File: src/rtl/multi_pet_feeder_pkg.sv
// Shared definitions for the multi-bowl pet feeder.
//   option_e   : keypad command codes
//   ch_state_e : per-channel feeding state
//   ch_cmd_t   : decoded, already-validated command strobes for one channel
//   ch_idx_w() : width of a channel index (at least 1 bit, even for one channel)
package multi_pet_feeder_pkg;

  typedef enum logic [2:0] {
    OPT_IDLE      = 3'd0,
    OPT_POUR_FOOD = 3'd1,
    OPT_STOP_FOOD = 3'd2,
    OPT_INTERVAL  = 3'd3,
    OPT_RESET     = 3'd4
  } option_e;

  typedef enum logic [1:0] {
    CH_IDLE = 2'd0,
    CH_POUR = 2'd1,
    CH_WAIT = 2'd2
  } ch_state_e;

  typedef struct packed {
    logic pour;      // one-shot portion
    logic interval;  // latch interval and start periodic feeding
    logic stop;      // park in IDLE, keep interval
    logic reset;     // park in IDLE, clear interval and portion count
  } ch_cmd_t;

  function automatic int ch_idx_w(input int n);
    return (n <= 1) ? 1 : $clog2(n);
  endfunction

endpackage

File: src/rtl/multi_pet_feeder_if.sv
// Keypad bus of the feeder: command code, target channel, command strobe,
// decimal digit and digit strobe.
//   master : keypad side (drives everything)
//   slave  : feeder side (samples everything)
interface multi_pet_feeder_if #(
  parameter int CHANNELS = 2
);
  import multi_pet_feeder_pkg::*;

  localparam int CH_W = ch_idx_w(CHANNELS);

  logic [2:0]      keyboard_option;
  logic [CH_W-1:0] keyboard_channel;
  logic            option_enable;
  logic [3:0]      keyboard_digit;
  logic            digit_enable;

  modport master (
    output keyboard_option, keyboard_channel, option_enable,
    output keyboard_digit, digit_enable
  );

  modport slave (
    input keyboard_option, keyboard_channel, option_enable,
    input keyboard_digit, digit_enable
  );

endinterface

File: src/rtl/multi_pet_feeder_channel.sv
// feeder_channel: one bowl. IDLE/POUR/WAIT state machine with a pour-tick
// counter, a wait-tick counter and the channel's interval register.
// Optional feature macro: FEEDER_PORTION_LIMIT_EN (portion cap per channel).
// Ports:
//   clk, rst_n     clock / async active-low reset
//   tick_i         shared timing strobe
//   cmd_i          validated command strobes addressed to this channel
//   interval_i     keypad entry value, latched on an interval command
//   food_switch_o  dispenser on while pouring
//   at_limit_o     portion cap reached (always 0 without the feature)
module feeder_channel
  import multi_pet_feeder_pkg::*;
#(
  parameter int POUR_TICKS   = 5,
  parameter int INTERVAL_W   = 16,
  parameter int MAX_PORTIONS = 8
) (
  input  logic                  clk,
  input  logic                  rst_n,
  input  logic                  tick_i,
  input  ch_cmd_t               cmd_i,
  input  logic [INTERVAL_W-1:0] interval_i,
  output logic                  food_switch_o,
  output logic                  at_limit_o
);

  localparam int PW = (POUR_TICKS > 1) ? $clog2(POUR_TICKS) : 1;
  localparam logic [PW-1:0] POUR_LAST = PW'(POUR_TICKS - 1);

  ch_state_e             state_q, state_d;
  logic [PW-1:0]         pour_cnt_q, pour_cnt_d;
  logic [INTERVAL_W-1:0] wait_cnt_q, wait_cnt_d;
  logic [INTERVAL_W-1:0] interval_q, interval_d;
  logic                  periodic_q, periodic_d;
  logic                  pour_entry;
  logic                  limit_hit;

`ifdef FEEDER_PORTION_LIMIT_EN
  localparam int PCW = $clog2(MAX_PORTIONS + 1);
  logic [PCW-1:0] portions_q;

  assign limit_hit = (portions_q == PCW'(MAX_PORTIONS));

  always_ff @(posedge clk or negedge rst_n) begin
    if (!rst_n)            portions_q <= '0;
    else if (cmd_i.reset)  portions_q <= '0;
    else if (pour_entry)   portions_q <= portions_q + PCW'(1);
  end
`else
  assign limit_hit = 1'b0;
`endif

  assign at_limit_o    = limit_hit;
  assign food_switch_o = (state_q == CH_POUR);

  // NOTE: state registers use non-blocking assignments so every flop samples
  // the pre-edge values regardless of process evaluation order.
  always_ff @(posedge clk or negedge rst_n) begin
    if (!rst_n) begin
      state_q    <= CH_IDLE;
      pour_cnt_q <= '0;
      wait_cnt_q <= '0;
      interval_q <= '0;
      periodic_q <= 1'b0;
    end else begin
      state_q    <= state_d;
      pour_cnt_q <= pour_cnt_d;
      wait_cnt_q <= wait_cnt_d;
      interval_q <= interval_d;
      periodic_q <= periodic_d;
    end
  end

  // Commands take priority over the tick, so a tick arriving together with a
  // command is dropped for this channel.
  always_comb begin
    // NOTE: every output gets its hold value first, so no path leaves a
    // signal unassigned and no latch is inferred.
    state_d    = state_q;
    pour_cnt_d = pour_cnt_q;
    wait_cnt_d = wait_cnt_q;
    interval_d = interval_q;
    periodic_d = periodic_q;
    pour_entry = 1'b0;

    if (cmd_i.reset) begin
      state_d    = CH_IDLE;
      pour_cnt_d = '0;
      wait_cnt_d = '0;
      interval_d = '0;
      periodic_d = 1'b0;
    end else if (cmd_i.stop) begin
      state_d    = CH_IDLE;
      pour_cnt_d = '0;
      wait_cnt_d = '0;
      periodic_d = 1'b0;
    end else if (cmd_i.pour) begin
      state_d    = CH_POUR;
      pour_cnt_d = '0;
      wait_cnt_d = '0;
      periodic_d = 1'b0;
      pour_entry = 1'b1;
    end else if (cmd_i.interval) begin
      state_d    = CH_POUR;
      pour_cnt_d = '0;
      wait_cnt_d = '0;
      interval_d = interval_i;
      periodic_d = 1'b1;
      pour_entry = 1'b1;
    end else if (tick_i) begin
      unique case (state_q)
        CH_POUR: begin
          if (pour_cnt_q == POUR_LAST) begin
            pour_cnt_d = '0;
            state_d    = periodic_q ? CH_WAIT : CH_IDLE;
          end else begin
            pour_cnt_d = pour_cnt_q + PW'(1);
          end
        end
        CH_WAIT: begin
          // interval_q is never 0 here: a zero interval is rejected upstream.
          if (wait_cnt_q == interval_q - INTERVAL_W'(1)) begin
            wait_cnt_d = '0;
            if (limit_hit) begin
              state_d    = CH_IDLE;
              periodic_d = 1'b0;
            end else begin
              state_d    = CH_POUR;
              pour_entry = 1'b1;
            end
          end else begin
            wait_cnt_d = wait_cnt_q + INTERVAL_W'(1);
          end
        end
        default: ;
      endcase
    end
  end

endmodule

File: src/rtl/multi_pet_feeder.sv
// multi_pet_feeder: keypad front end plus CHANNELS independent bowl channels.
// Holds the command-strobe edge detector, command decoder/validator, decimal
// entry accumulator and the cmd_error pulse.
// Optional feature macro: FEEDER_PORTION_LIMIT_EN (per-channel portion cap).
// Ports:
//   clk, rst_n     clock / async active-low reset
//   tick_i         1-cycle timing strobe shared by all channels
//   kp             keypad bus (slave side)
//   food_switch_o  per-channel dispenser on
//   cmd_error_o    1-cycle pulse on a rejected command
//   entry_value_o  current accumulated keypad value
module multi_pet_feeder
  import multi_pet_feeder_pkg::*;
#(
  parameter int CHANNELS     = 2,
  parameter int POUR_TICKS   = 5,
  parameter int INTERVAL_W   = 16,
  parameter int MAX_PORTIONS = 8
) (
  input  logic                  clk,
  input  logic                  rst_n,
  input  logic                  tick_i,
  multi_pet_feeder_if.slave     kp,
  output logic [CHANNELS-1:0]   food_switch_o,
  output logic                  cmd_error_o,
  output logic [INTERVAL_W-1:0] entry_value_o
);

  localparam int CH_W = ch_idx_w(CHANNELS);
  localparam int EW   = INTERVAL_W + 4;
  localparam logic [INTERVAL_W-1:0] ENTRY_MAX = '1;

  logic                  opt_en_prev_q;
  logic                  cmd_valid_q;
  logic [2:0]            cmd_code_q;
  logic [CH_W-1:0]       cmd_ch_q;
  logic                  cmd_error_q;
  logic [INTERVAL_W-1:0] entry_q, entry_d;

  logic [CHANNELS-1:0]   at_limit;
  logic                  ch_ok, code_ok, sel_limit, reject, accept, clear_entry;
  logic [INTERVAL_W-1:0] entry_base;
  logic [EW-1:0]         entry_prod;

  // Command fields are captured on the 0->1 edge of option_enable and acted
  // on in the following cycle; holding the strobe high issues nothing more.
  always_ff @(posedge clk or negedge rst_n) begin
    if (!rst_n) begin
      opt_en_prev_q <= 1'b0;
      cmd_valid_q   <= 1'b0;
      cmd_code_q    <= '0;
      cmd_ch_q      <= '0;
      cmd_error_q   <= 1'b0;
      entry_q       <= '0;
    end else begin
      opt_en_prev_q <= kp.option_enable;
      cmd_valid_q   <= kp.option_enable & ~opt_en_prev_q;
      if (kp.option_enable & ~opt_en_prev_q) begin
        cmd_code_q <= kp.keyboard_option;
        cmd_ch_q   <= kp.keyboard_channel;
      end
      cmd_error_q   <= reject;
      entry_q       <= entry_d;
    end
  end

  always_comb begin
    ch_ok     = 32'(cmd_ch_q) < 32'(CHANNELS);
    code_ok   = cmd_code_q <= 3'(OPT_RESET);
    sel_limit = ch_ok ? at_limit[cmd_ch_q] : 1'b0;
    reject    = cmd_valid_q &
                (~code_ok | ~ch_ok |
                 ((cmd_code_q == OPT_INTERVAL) && (entry_q == '0)) |
                 (((cmd_code_q == OPT_POUR_FOOD) || (cmd_code_q == OPT_INTERVAL)) && sel_limit));
    accept      = cmd_valid_q & ~reject;
    clear_entry = accept & ((cmd_code_q == OPT_INTERVAL) || (cmd_code_q == OPT_RESET));
  end

  // A digit arriving with an entry-clearing command starts the new entry.
  always_comb begin
    entry_base = clear_entry ? '0 : entry_q;
    entry_prod = {4'b0, entry_base} * EW'(10) + EW'(kp.keyboard_digit);
    entry_d    = entry_base;
    if (kp.digit_enable && (kp.keyboard_digit <= 4'd9))
      entry_d = (entry_prod > EW'(ENTRY_MAX)) ? ENTRY_MAX : entry_prod[INTERVAL_W-1:0];
  end

  for (genvar i = 0; i < CHANNELS; i++) begin : g_ch
    ch_cmd_t cmd;

    always_comb begin
      cmd = '0;
      if (accept && (cmd_ch_q == CH_W'(i))) begin
        cmd.pour     = (cmd_code_q == OPT_POUR_FOOD);
        cmd.stop     = (cmd_code_q == OPT_STOP_FOOD);
        cmd.interval = (cmd_code_q == OPT_INTERVAL);
        cmd.reset    = (cmd_code_q == OPT_RESET);
      end
    end

    feeder_channel #(
      .POUR_TICKS   (POUR_TICKS),
      .INTERVAL_W   (INTERVAL_W),
      .MAX_PORTIONS (MAX_PORTIONS)
    ) u_channel (
      .clk           (clk),
      .rst_n         (rst_n),
      .tick_i        (tick_i),
      .cmd_i         (cmd),
      .interval_i    (entry_q),
      .food_switch_o (food_switch_o[i]),
      .at_limit_o    (at_limit[i])
    );
  end

  assign cmd_error_o   = cmd_error_q;
  assign entry_value_o = entry_q;

endmodule
File: src/flat_wrapper.sv
// flat-port wrapper written by rule: the top's interface ports become plain ports
module multi_pet_feeder_flat import multi_pet_feeder_pkg::*;
#(
  parameter int CHANNELS     = 2,
  parameter int POUR_TICKS   = 5,
  parameter int INTERVAL_W   = 16,
  parameter int MAX_PORTIONS = 8
)
  (clk, rst_n, tick_i, food_switch_o, cmd_error_o, entry_value_o, kp_keyboard_option, kp_keyboard_channel, kp_option_enable, kp_keyboard_digit, kp_digit_enable);
  multi_pet_feeder_if #(.CHANNELS(CHANNELS)) kp_i ();
  input  logic clk;
  input  logic rst_n;
  input  logic tick_i;
  output logic [CHANNELS-1:0] food_switch_o;
  output logic cmd_error_o;
  output logic [INTERVAL_W-1:0] entry_value_o;
  input wire logic [$bits(kp_i.keyboard_option)-1:0] kp_keyboard_option;
  input wire logic [$bits(kp_i.keyboard_channel)-1:0] kp_keyboard_channel;
  input wire logic [$bits(kp_i.option_enable)-1:0] kp_option_enable;
  input wire logic [$bits(kp_i.keyboard_digit)-1:0] kp_keyboard_digit;
  input wire logic [$bits(kp_i.digit_enable)-1:0] kp_digit_enable;
  assign kp_i.keyboard_option = kp_keyboard_option;
  assign kp_i.keyboard_channel = kp_keyboard_channel;
  assign kp_i.option_enable = kp_option_enable;
  assign kp_i.keyboard_digit = kp_keyboard_digit;
  assign kp_i.digit_enable = kp_digit_enable;
  multi_pet_feeder #(.CHANNELS(CHANNELS), .POUR_TICKS(POUR_TICKS), .INTERVAL_W(INTERVAL_W), .MAX_PORTIONS(MAX_PORTIONS)) u_core (.clk(clk), .rst_n(rst_n), .tick_i(tick_i), .kp(kp_i), .food_switch_o(food_switch_o), .cmd_error_o(cmd_error_o), .entry_value_o(entry_value_o));
endmodule
File: config.mk
export PLATFORM = sky130hd
export DESIGN_NAME = multi_pet_feeder_flat
export DESIGN_NICKNAME = d
export VERILOG_FILES = /design/src/rtl/multi_pet_feeder_pkg.sv /design/src/rtl/multi_pet_feeder_if.sv /design/src/rtl/multi_pet_feeder_channel.sv /design/src/rtl/multi_pet_feeder.sv /design/src/flat_wrapper.sv
export SDC_FILE = /design/constraint.sdc
export NUM_CORES = 1
export LEC_CHECK = 0
export ABC_AREA = 1
export BUFFER_PORTS_ARGS = -buffer_cell sky130_fd_sc_hd__clkbuf_2
export CORE_MARGIN = 2
export CORE_UTILIZATION = 25
export DETAILED_ROUTE_END_ITERATION = 7
export GPL_TIMING_DRIVEN = 1
export SLEW_MARGIN = 20
export SYNTH_ARGS = -nofsm -noshare
export SYNTH_HDL_FRONTEND = slang
export SYNTH_HIERARCHICAL = 1
export SYNTH_SLANG_ARGS = --single-unit
File: constraint.sdc
create_clock -name clk -period 4.1 [get_ports clk]
set_input_delay 0.615 -clock clk [delete_from_list [all_inputs] [get_ports clk]]
set_output_delay 0.615 -clock clk [all_outputs]
set_load 0.05 [all_outputs]
==> metrics list, run 1 <==
* Result of the run: complete, no violations
* Share of the synthesized area in the top cell type: 0.287
* Worst slew slack as a fraction of its limit: 0.329
- In this run, distinct cell masters in the synthesized netlist total 53.
* Clock tree from TritonCTS: done
* Worst reg2reg path depth: 27
* Antenna Violating Nets Remaining: 0
* Via-to-Cell Ratio: 4.52
- Warnings, synthesis: 6
- Max-capacitance violation count: 0
- The later pin in the worst-skew pair is clocked with a latency of 350 ps.
* Maximum fanout encountered on the critical timing path: 8
* Post-detailed-routing wire length: 22.9 mm
- The most common cell in the synthesized netlist is nand2_1.
* Initial core utilization: 0.252
* Cell chosen for the clock root: clkbuf_16
* Share of layout cells above drive strength 1: 0.198
- Required time at the worst-slack endpoint: 4350 ps
* Overall fraction of global-route tracks in use: 0.127
* Element type at the critical path start: register
* Total congestion overflow after global routing: 0
* Crit path largest cell delay: 440 ps
* I/O pin count: 32
- Post-Layout Inst Area: 10100 sq um
- Flop-to-flop setup slack: 120 ps
- Setup TNS: 0 ps
* Worst hold-check path type: in -> async
- Max stage delay cell, worst path: fa_1
- FMAX: 0.251 GHz
* Final hold vios: 0
- Number of instances in the synthesized netlist: 1280
* Cell type with the largest total area after synthesis: dfrtp_1
- The worst register-to-register path ends at u_core/entry_value_o[7].
* Die footprint: 36100 sq um
- Area of the core: 34300 sq um
* Via count of the routed design: between 8000 and 9000
* Count of nets after finishing: ~1400
- Port buffering added 31 buffers.
* Mean post-synth cell area: roughly 6.7 sq um
* Launch instance of the worst register-to-register path: u_core/cmd_code_q[0]
* Sequential-to-total area share from yosys stat: 0.287
- Before antenna repair, the detailed router went through 5 iterations.
* Final-layout fill cell count: 3712
- For this run, the leading register cell type out of synthesis is dfrtp_1.
- For this run, design rule violations remaining after detail routing come to 0.
- Count of flip-flops with a built-in enable after synthesis: 0
* Largest net degree at the start of global routing: 39
- For the pin with the worst max-slew slack, the measured transition is roughly 1000 ps.
- The worst setup path is of the reg -> reg kind.
- The number of antenna diodes in the final layout is 0.
- Proportion of register bits with asynchronous set or reset after synthesis: 1.00
* Setup clock skew after layout: 6.23 ps
- After synthesis the cells add up to roughly 8600 sq um.
* Inserted Clock Buffers: 9
- Counting instances in the post-synthesis netlist gives the leading cell types as 399 x nand2_1, 161 x inv_1, 130 x nand3_1.
- By area the synthesized netlist is led by dfrtp_1 29%, nand2_1 17%, nand3_1 7.5%, inv_1 7.0%, ha_1 5.6%.
- In this run, the number of DRC markers left after iteration 0 of detailed routing was 500.
- Number of antenna violations at the first check in global routing: 0
- Area taken by flip-flops and latches: 2480 sq um
- The via count of the first global-routing pass was 7517.
- Routability-driven placement finished with a final weighted congestion of 0.846.
- The clock passes through at most 2 buffers.
- Row generation in the floorplan step produced 68 rows.
- For the finished layout, the period the worst path requires is 3980 ps.
- In this run the number of H-tree levels came out at 3.
* Post-DP HPWL: 17.9 mm
- After detailed placement, the design holds a cell count of 1766.
- The placed instances occupy a cell area of around 9400 sq um.
* Yosys reg bits: 99
- Setup violations remaining at the end of the flow were counted as 0.
- The count of cells in the finished layout, fillers not included, comes to 1793.
* Final clock period utilization by the worst path: 0.972
- Floorplan die width: 190 um
* Num Clock Sinks: ~100
* Wire length of the first global-routing pass: 37.2 mm
- Synthesis produced a netlist with a net count of 1334.
* Crit path DAT: 4230 ps
- Minimum hold slack: 183 ps
- Clock-pin slew was measured on the worst setup and hold paths at 70 ps.
* Number of pins exceeding their max-slew limit in the final report: 0
* Final routed wire length divided by cell count: between 10 and 15 um
- In the final layout, the multi-input gates occupy 5550 sq um.
- Chip Height: about 190 um
- The area growth from synthesis to layout is 17.2%.
- The worst setup path is captured at a register.
==> worst max path at each step <==
stage                             start                  endpoint  slack [ps]  cells past startpoint
2_1_floorplan  u_core/entry_value_o[15]  u_core/entry_value_o[10]         100                     27
3_3_place_gp       u_core/cmd_code_q[0]   u_core/entry_value_o[4]          50                     25
3_5_place_dp       u_core/cmd_code_q[0]   u_core/entry_value_o[4]          70                     25
4_1_cts            u_core/cmd_code_q[2]   u_core/entry_value_o[0]          50                     24
5_1_grt            u_core/cmd_code_q[0]   u_core/entry_value_o[7]         -70                     26
6_report           u_core/cmd_code_q[0]   u_core/entry_value_o[7]         120                     27
==> layout make-up <==
cell class,instances,share of cell area
flip-flops and latches,99,0.245
multi-input cells,970,0.548
repair buffers,68,0.0479
clock buffers,11,0.0240
well taps,455,0.0562
inverters,186,0.0692
clock inverters,4,0.00976
==> logic make-up (layout without fill, tap and decap cells) <==
group / count (synthesis) / in the layout / share of synthesized area
other: 2 / 2 / 0.000869
AOI/OAI and AO/OA: 102 / 102 / 0.0701
and+or+nand+nor: 772 / 773 / 0.427
adders and majority gates: 41 / 41 / 0.0611
DFF: 99 / 99 / 0.287
xor gates and xnor gates: 52 / 52 / 0.0536
buffers and inverters: 212 / 269 / 0.101
==> critical path, delay by kind of cell (launching register included) <==
kind / cells / cell delay, ps
AO/OA/AOI/OAI: 1 / 200
AND/OR/NAND/NOR: 16 / 1810
flip-flops: 1 / 410
buffers and inverters: 7 / 660
adder cells (fa/ha/maj): 3 / 760
==> metrics by stage <==
stage	worst slack (ps)	util
finish	116	0.295
global placement	51.7	0.274
CTS	46.8	0.284
global route	-73.2	0.295
detailed placement	66.9	0.274
floorplan	105	-
==> cells in the final DEF, fill, tap and decap left out, types with 6 or more instances in the layout <==
cell,instances
inv_1,153
xnor2_1,14
nand3_2,19
nor2_1,101
dfrtp_1,99
nand2_4,10
o21ai_0,42
clkbuf_16,10
ha_1,25
nand2_1,388
xor2_1,37
nor2_2,27
o21ai_2,17
buf_4,34
inv_2,30
nand4_1,24
nor2_4,12
a21oi_1,26
nor3_1,8
clkbuf_2,30
nand2_2,26
ha_4,10
nand3b_1,6
nand3_1,127
==> repair_timing <==
item / CTS / global route
hold buffers: 0 / 0
gates resized for setup: 0 / 63
setup endpoints to repair: 0 / 16
setup buffers: 0 / 10
==> layer usage <==
metal,share of wire,track usage,vias up
met2,0.48,0.214,132
met4,0.014,0.0367,0
met3,0.029,0.0101,16
met5,0,0,-
met1,0.48,0.174,3811
li1,-,-,4150
==> state kept, by name (all words and copies together), names as in the netlist <==
| name | cells |
|---|---|
| u_core/opt_en_prev_q | 1 |
| u_core/g_ch.u_channel/state_q | 4 |
| u_core/entry_value_o | 16 |
| u_core/cmd_code_q | 3 |
| u_core/cmd_error_o | 1 |
| u_core/g_ch.u_channel/periodic_q | 2 |
| u_core/g_ch.u_channel/pour_cnt_q | 6 |
| u_core/g_ch.u_channel/interval_q | 32 |
| u_core/cmd_ch_q | 1 |
| u_core/cmd_valid_q | 1 |
| u_core/g_ch.u_channel/wait_cnt_q | 32 |
Power of run 1 is not shown: default switching activity piles up to over one toggle a cycle in this logic, so the estimate is an artifact.
==> inputs of run 2 (changes only) <==
--- a/config.mk
+++ b/config.mk
@@ -7,6 +7,7 @@
 export LEC_CHECK = 0
 export ABC_AREA = 1
 export BUFFER_PORTS_ARGS = -buffer_cell sky130_fd_sc_hd__clkbuf_2
+export CORE_ASPECT_RATIO = 1.75
 export CORE_MARGIN = 2
 export CORE_UTILIZATION = 25
 export DETAILED_ROUTE_END_ITERATION = 7
==> run 2 against run 1 <==
Net effect: utilization increased by 0.61 points; first-iteration DRC count fell by 32%; design area is 1.9% higher; largest cell class unchanged; non-clock buffer count grew 9; critical endpoint is now u_core/entry_value_o[1]; sequential share of layout area shrank 0.44 points; final cell count is 0.78% higher; clock skew barely moved; fmax fell by 0.49%; via count increased by 2.7%.
==> metrics list, run 2 (synthesis results as in run 1) <==
- The largest net degree at the start of global routing was 79 (+100%).
- The full die area is 36100 sq um (+0.16%).
- Antenna cell count: 0 (unchanged)
* Skew-Pair Late Insertion Delay: 360 ps (about the same)
- Type of destination of the critical path: register
- Post-Layout Inst Area: 10300 sq um (+1.9%)
- Chip Height: 250 um (+32%)
* Clock-pin slew on the worst setup and hold paths: 70 ps (about the same)
- Post-DP HPWL: 20.1 mm (+12%)
- The CTS buffer count was 9 (unchanged).
* Crit path buf inv count: 6 (-1)
- Num Clock Sinks: 99 (unchanged)
* Crit Path Category: reg -> reg
- Result of the run: complete, no violations
- Number of antenna violations at the first check in global routing: 0 (unchanged)
- Via count of the routed design: 8325 (+2.7%)
* Pre-Repair DR Iteration Count: 7 (+2)
- The data arrival time of the critical path was 4260 ps (+30 ps).
- The worst-case clock skew is 6.58 ps (+0.359 ps).
- Wire length of the first global-routing pass: 39.8 mm (+6.9%)
- The maximum clock insertion buffer count is 2 (unchanged).
- Floorplan die width: 145 um (-24%)
- The library cell used most frequently in the layout, excluding fill and tap cells, is nand2_1.
* Port Buffer Count: 31 (unchanged)
- Worst hold-check path type: in -> async
- Post-Place Setup Slack: -191 ps (-258 ps)
* Remaining design rule violation count: 0 (unchanged)
- Post-route minimum period: 4000 ps (+19.6 ps)
- The number of pins with negative max-slew slack in the final report was 0 (unchanged).
- The part of the cycle the worst path needs came to 0.977 (+0.00478).
- Maximum fanout encountered on the critical timing path: 8 (unchanged)
- The max-slew headroom at the worst pin was 0.314 (-0.0150).
* Count of standard-cell rows: 90 (+32%)
- Max-capacitance violation count: 0 (unchanged)
* Overall fraction of global-route tracks in use: 0.140 (+0.0131)
- FMAX: 0.250 GHz (-0.49%)
* Final WS setup: 96.2 ps (-19.6 ps)
- The path depth of the worst reg2reg path is 26 (-3.7%).
* I/O pin count: 32 (unchanged)
- Area of the core: 34200 sq um (-0.16%)
- Crit path largest cell delay: 430 ps (about the same)
- Final hold vios: 0 (unchanged)
- Slew @ Worst Pin: 1030 ps (+22.4 ps)
- Setup TNS: 0 ps (unchanged)
- Area growth from synthesis to layout: 19.4%
* Post-detailed-routing wire length: 25.3 mm (+11%)
- The initial standard-cell utilization of the core was 0.252 (+0.000405).
- Worst path most repeated cell: nand2_2
- Post-detailed-placement cell area: 9410 sq um (about the same)
- The data required time of the critical path came to 4360 ps (about the same).
- In this design, the largest share of critical-path delay is due to simple AND/OR/NAND/NOR gates.
- RSZ-0062 raised after global routing: true
* Share of layout cells above drive strength 1: 0.222 (+0.0239)
- Cell chosen for the clock root: clkbuf_16
* Element type at the critical path start: register
* Via-to-Cell Ratio: 4.61 (+1.9%)
- The number of nets at the end of the flow was 1397 (+0.65%).
- The wire length per cell is 14.0 um (+10%).
- The tightest hold margin was 268 ps (+85.5 ps).
* Final-layout fill cell count: 3748 (+0.97%)
- The startpoint identified for the worst register-to-register timing path is u_core/cmd_code_q[0].
- The library cells used most frequently in the layout, excluding fill and tap cells, are 377 x nand2_1, 156 x inv_1, 122 x nand3_1, 99 x nor2_1, 98 x dfrtp_1.
- First DRT Iteration DRCs: 342 (-32%)
- Routability Congestion: 0.947 (+12%)
- H-tree lvl count: 3 (unchanged)
- The endpoint identified for the worst register-to-register timing path is u_core/entry_value_o[1].
- The largest individual stage delay along the critical path comes from the cell dfrtp_2.
- The number of setup violations in the final report is 0 (unchanged).
- Clock tree from TritonCTS: done
- The final antenna-violating net count was 0 (unchanged).
- Flop-to-flop setup slack: 100 ps (-20 ps)
- Via count of the first global-routing pass: 8282 (+10%)
* Total congestion overflow after global routing: 0 (unchanged)
[run 2: cell count changes in the layout (fill, tap and decap cells not counted), moves of 5 or more]
cell	delta
nand2_2	+13
nand2_1	-11
buf_4	+9
ha_4	+7
nand3_1	-5
[run 2: final cells by class]
type	instances	area, sq um	area share
clock inverter	3	23.8	0.00230
inverter	186	706	0.0684
multi-input combinational	970	5730	0.556
clock buffer	12	256	0.0249
sequential	99	2480	0.240
timing repair buffer	77	544	0.0527
tap	460	576	0.0558
[run 2: worst max path at each step]
stage	start	end	slack, ps	depth (start not counted)
after detailed placement	u_core/cmd_code_q[0]	u_core/entry_value_o[10]	-190	25
after CTS	u_core/cmd_code_q[0]	u_core/entry_value_o[1]	0.2	24
after global placement	u_core/cmd_code_q[0]	u_core/entry_value_o[10]	-150	25
after floorplan	u_core/entry_value_o[15]	u_core/entry_value_o[10]	100	27
after global routing	u_core/cmd_code_q[0]	u_core/entry_value_o[11]	-100	25
final	u_core/cmd_code_q[0]	u_core/entry_value_o[1]	100	26
[run 2: layer usage]
layer / track usage / part of all wire / vias up
met5: 0 / 0 / -
met4: 0.0957 / 0.066 / 0
met3: 0.0180 / 0.026 / 93
met2: 0.276 / 0.56 / 214
met1: 0.128 / 0.35 / 3860
li1: - / - / 4158
[run 2: timing repair]
item / CTS / global route
hold buffers: 0 / 0
pin swaps: 3 / 23
gates cloned: 1 / 1
setup buffers: 0 / 17
resized for setup: 8 / 86
setup endpoints to repair: 16 / 16
[run 2: stage by stage]
stage | instances | utilization
2_1_floorplan | 1280 | -
5_1_grt | 1807 | 0.301
4_1_cts | 1789 | 0.284
3_3_place_gp | 1773 | 0.275
3_5_place_dp | 1773 | 0.275
6_report | 1807 | 0.301
Power of run 2 is left out for the same reason.
